**config.mk**
```make
export PLATFORM = sky130hd
export DESIGN_NAME = fifo
export DESIGN_NICKNAME = d
export VERILOG_FILES = /design/src/rtl/fifo.sv
export SDC_FILE = /design/constraint.sdc
export NUM_CORES = 1
export LEC_CHECK = 0
export CORE_UTILIZATION = 40
export DETAILED_ROUTE_END_ITERATION = 6
export SYNTH_ARGS = -nofsm -noshare
export SYNTH_HDL_FRONTEND = slang
export SYNTH_SLANG_ARGS = --single-unit
```
**constraint.sdc**
```tcl
create_clock -name clk -period 3.06 [get_ports clk]
set_clock_uncertainty 0.05 [all_clocks]
set_input_delay 0.459 -clock clk [delete_from_list [all_inputs] [get_ports clk]]
set_output_delay 0.459 -clock clk [all_outputs]
set_load 0.02 [all_outputs]
```
**src/rtl/fifo.sv**
```systemverilog
// Single-clock FIFO with registered read data.
// empty/full derive combinationally from the occupancy counter.
module fifo #(
  parameter int FIFO_WIDTH = 8,
  parameter int FIFO_DEPTH = 16
) (
  input  logic                  clk,
  input  logic                  rst,
  input  logic                  wenable,
  input  logic                  renable,
  input  logic [FIFO_WIDTH-1:0] wdata,
  output logic                  empty,
  output logic                  full,
  output logic [FIFO_WIDTH-1:0] rdata
);

  localparam int AW = $clog2(FIFO_DEPTH);
  localparam logic [AW:0] DEPTH_C = (AW+1)'(FIFO_DEPTH);

  logic [FIFO_WIDTH-1:0] mem [FIFO_DEPTH];

  logic [AW-1:0]         ptr_write;
  logic [AW-1:0]         ptr_read;
  logic [AW:0]           count;
  logic [AW:0]           count_d;
  logic [FIFO_WIDTH-1:0] rdata_q;

  logic do_wr;
  logic do_rd;

  assign empty = (count == '0);
  assign full  = (count == DEPTH_C);
  assign rdata = rdata_q;

  assign do_wr = wenable & ~full;
  assign do_rd = renable & ~empty;

  // next occupancy: a simultaneous push and pop cancel out
  always_comb begin
    count_d = count;
    unique case ({do_wr, do_rd})
      2'b10:   count_d = count + (AW+1)'(1);
      2'b01:   count_d = count - (AW+1)'(1);
      default: count_d = count;
    endcase
  end

  // storage is never cleared; reset only blocks a pending write
  always_ff @(posedge clk) begin
    if (!rst && do_wr) begin
      mem[ptr_write] <= wdata;
    end
  end

  // pointers, occupancy and read data register
  always_ff @(posedge clk) begin
    if (rst) begin
      ptr_write <= '0;
      ptr_read  <= '0;
      count     <= '0;
      rdata_q   <= '0;
    end else begin
      count <= count_d;
      if (do_wr) begin
        ptr_write <= ptr_write + AW'(1);
      end
      if (do_rd) begin
        rdata_q  <= mem[ptr_read];
        ptr_read <= ptr_read + AW'(1);
      end
    end
  end

endmodule

```
==> summary by stage, run 1 <==
Clock tree
The maximum root-to-sink buffer count is 2. The clock latency of the later-clocked register in the worst-skew pair is just over 0.4 ns. The CTS clock-pin slew for the worst setup and hold paths is 0.06 ns. The count of hold-fix buffers inserted at cts is 0. The TritonCTS clock tree is built. The clock tree root buffer cell is clkbuf_16. The count of cells resized by post-cts repair is 0. The clock buffer count from CTS is 17. The number of buffers inserted by post-CTS setup repair is 0.

The H-tree depth is 4. For this design, the sink count on the clock tree is 149.

Final layout
The count of fill cells added during filler insertion is 1248. Summing all non-filler instances in the final layout gives an area of 7080 µm². The leading cell type in the layout, fill and taps excluded is edfxtp_1.

The signed area change from the synthesized netlist to the final layout is 18.6%. Of the cells placed in the final design, the portion with a size suffix greater than 1 is 0.193. The number of non-filler instances in the completed layout is 598. The utilization after layout is 0.487. The number of nets in the layout is 423. The repair_antennas step left the layout with diodes totalling 0.

The top cell types in the final layout, fill and taps aside, are 128 x edfxtp_1, 50 x nor2_1, 36 x mux2i_1.

Setup path
In this run the worst path has a maximum fanout of 6. The number of cell instances on the worst register-to-register path is 8. In this run the critical register-to-register path is captured at count[4]$_SDFFE_PP0P_. STA classifies the critical path startpoint as a flop. The signal arrival time at the worst endpoint is between 2 and 2.5 ns. The path type of the worst setup path is flop to output pin. The most critical setup path has its startpoint at count[0]$_SDFFE_PP0P_. The family with the most delay on the worst path is simple AND/OR/NAND/NOR gates. For this run, the slowest stage of the critical path takes 0.74 ns.

The number of cells on the critical path is 3. For flop-to-flop paths, the worst setup slack is 0.36 ns. The beginning of the worst register-to-register path is count[0]$_SDFFE_PP0P_. The worst setup path is captured at an output pin.

The critical path goes through or4_1, nor2_1, clkdlybuf4s50_1. The data required time at the worst endpoint is 2.55 ns. The number of buffers and inverters on the critical path is 1.

The master of the slowest instance on the critical path is or4_1.

Global routing
The sum of overflow across all layers after global routing is 0. The initial antenna violation count is 0. For met2 alone, demand over resource in global routing was 0.248. The number of global-route vias before repair is 3166. The global routing met1 resource utilization is 0.223.

Entering global routing, the biggest net connects 33 pins. For this run, global-route usage on met3 was measured as 0.0349. The total global-route track usage is 0.162.

The global-route wire length before repair is 18100 µm. In this run the most used layer during global routing was met2.

Timing
The worst max-slew margin expressed relative to the limit is 0.430. The final critical delay including setup and external delays is 2.81 ns. Timing would allow up to 356 MHz. The final number of max-transition violations is 0. The setup total negative slack is 0 ns. The setup violation total in the final timing report is 0.

Hold timing on the final database bottoms out at a slack of 0.459 ns. At the pin with the least slew margin, the transition time is 0.854 ns. The final critical-path share of the clock period is 0.919.

The total count of hold-check failures in the final report is 0. Setup repair after global routing left no endpoint under its margin.

Min path
The start point of the worst hold path is rdata[6]$_SDFFE_PP0P_. The hold path depth is 2. The worst hold path terminates at rdata[6]$_SDFFE_PP0P_. In this run the worst hold path is classified as flop to flop.

Placed design
The detailed placement HPWL is 7620 µm. The final estimated routing congestion in global placement is about 0.77. The cell area after placement is 6510 µm². During placement, the flow inserted port buffers numbering 21.

The placed instance count is 566.

Power and ir drop
The worst-case IR drop observed on VDD is 0.397 mV. Dividing total power by cell area gives a power density of 797 nW/µm². The total leakage power is 2.30 nW.

Routing
Across all layers, the routed design uses ~3200 vias. For this block, the routed nets add up to 11900 µm of wire. The via density per instance is approximately 5.3. In the final routed layout, each cell accounts on average for 19.9 µm. The first detailed-routing pass ran for 4 iterations. After the first detailed-routing iteration, the DRC count stood at ~250.

The count of nets left with antenna violations after detail routing is 0. The remaining design rule violation count is 0.

Floorplanning
The boundary pin count is 22. The floorplan step set the die height to 124 µm. In this run the core area contains 44 standard-cell rows. The core region is 14500 µm².

The die is roughly 120 µm wide. The floorplan step defined a die boundary enclosing around 15000 µm². The initial cell density of the core is 0.411.

Synth
For this run, the register share of the synthesized area comes to 0.714. The number of distinct library cells after synthesis is 36. The average size of a mapped cell is about 17 µm². The number of standard cells after synthesis is 356. During synthesis, Yosys emitted a total of 0 warnings. The number of nets produced by synthesis is between 300 and 400. After synthesis the netlist holds a flip-flop and latch count of about 150. Summing every instance area after synthesis gives 5980 µm².

Flow run
Across the run, the number of max-cap violations was 0.

Run status
The run finished with clean final reports.
through the flow:
stage	setup slack [ns]	total power, mW
after global routing	0.187	5.90
after floorplan	0.278	3.33
after detailed placement	0.0470	3.72
after CTS	0.222	5.70
final	0.248	5.65
after global placement	0.102	3.70
how the worst max path moves through the flow:
stage | to
floorplan | count[4]$_SDFFE_PP0P_
global placement | count[4]$_SDFFE_PP0P_
detailed placement | count[4]$_SDFFE_PP0P_
CTS | empty
global route | full
finish | empty
power by group:
part / total [mW] / internal (mW) / leakage, nW / switching [mW]
logic: 1.23 / 0.543 / 0.706 / 0.688
registers: 2.43 / 2.33 / 1.33 / 0.105
clock network: 1.98 / 1.14 / 0.270 / 0.844
layout make-up:
class                           count  area, µm²  area share
Clock buffer                       17        425      0.0600
Clock inverter                     15        145      0.0205
Inverter                            4       15.0     0.00212
Multi-Input combinational cell    185       1610       0.227
Sequential cell                   149       4270       0.602
Tap cell                          184        230      0.0325
Timing Repair Buffer               44        395      0.0558
per-layer routing:
metal  up-vias  part of all wire
met5         -                 0
met4         0             0.017
met1      1606              0.47
met3        14             0.044
li1       1483                 -
met2        59              0.47
cells in the mapped netlist:
| library cell | count | share of area |
|---|---|---|
| edfxtp_1 | 128 | 0.64 |
| a21boi_4 | 1 | 0.0031 |
| o211ai_2 | 3 | 0.0063 |
| nor4_2 | 1 | 0.0021 |
| buf_1 | 2 | 0.0013 |
| nor2b_1 | 3 | 0.0031 |
| inv_1 | 2 | 0.0013 |
| nor2_1 | 50 | 0.031 |
| dfxtp_1 | 21 | 0.070 |
| nand2_1 | 4 | 0.0025 |
| a21oi_1 | 3 | 0.0025 |
| buf_6 | 1 | 0.0019 |
| a21o_1 | 2 | 0.0025 |
| ha_1 | 9 | 0.019 |
| mux4_2 | 16 | 0.060 |
| buf_2 | 8 | 0.0067 |
| a311oi_1 | 8 | 0.012 |
| a22oi_1 | 8 | 0.010 |
| nand3_1 | 1 | 0.00084 |
| mux2i_1 | 36 | 0.060 |
| or3b_1 | 2 | 0.0029 |
| o211ai_4 | 1 | 0.0036 |
| or3_1 | 2 | 0.0021 |
| nand3b_1 | 3 | 0.0038 |
| xnor2_1 | 3 | 0.0044 |
| a21boi_1 | 1 | 0.0013 |
| or4_1 | 1 | 0.0013 |
| mux2_1 | 1 | 0.0019 |
| inv_2 | 2 | 0.0013 |
| buf_4 | 1 | 0.0013 |
| o22ai_1 | 16 | 0.017 |
| xor2_1 | 6 | 0.0088 |
| fa_1 | 1 | 0.0034 |
| clkbuf_1 | 6 | 0.0038 |
| o31ai_1 | 1 | 0.0013 |
| and3_1 | 2 | 0.0021 |
kinds of logic after synthesis:
| logic type | share of synthesized area |
|---|---|
| adders and majority gates | 0.0222 |
| xor gates and xnor gates | 0.0132 |
| AOI/OAI and AO/OA | 0.0590 |
| muxes | 0.122 |
| buffers and inverters | 0.0174 |
| DFF | 0.714 |
| and+or+nand+nor | 0.0521 |
flip-flops by register name (all words and copies together) (netlist names):
name / cells
ptr_write: 4
ptr_read: 4
rdata: 8
mem: 128
count: 5
worst reg2reg max path, delay by kind of cell, from the launching register on:
kind	cells	cell delay, ns
adders and majority gates	2	0.71
AOI/OAI and AO/OA	3	0.45
muxes	2	0.54
and+or+nand+nor	1	0.46
DFF	1	0.37
(Power assumes the default switching activity.)
==> run 2, diff against run 1 <==
Settings changed: SLEW_MARGIN from default to 25.
==> results of run 2 <==
Same layout as run 1: the final DEF is identical, and so are final timing and power.
==> run 3, diff against run 2 <==
Settings changed: SKIP_CTS_REPAIR_TIMING from default to 1.
==> results of run 3 <==
Same layout as run 1: the final DEF is identical, and so are final timing and power.
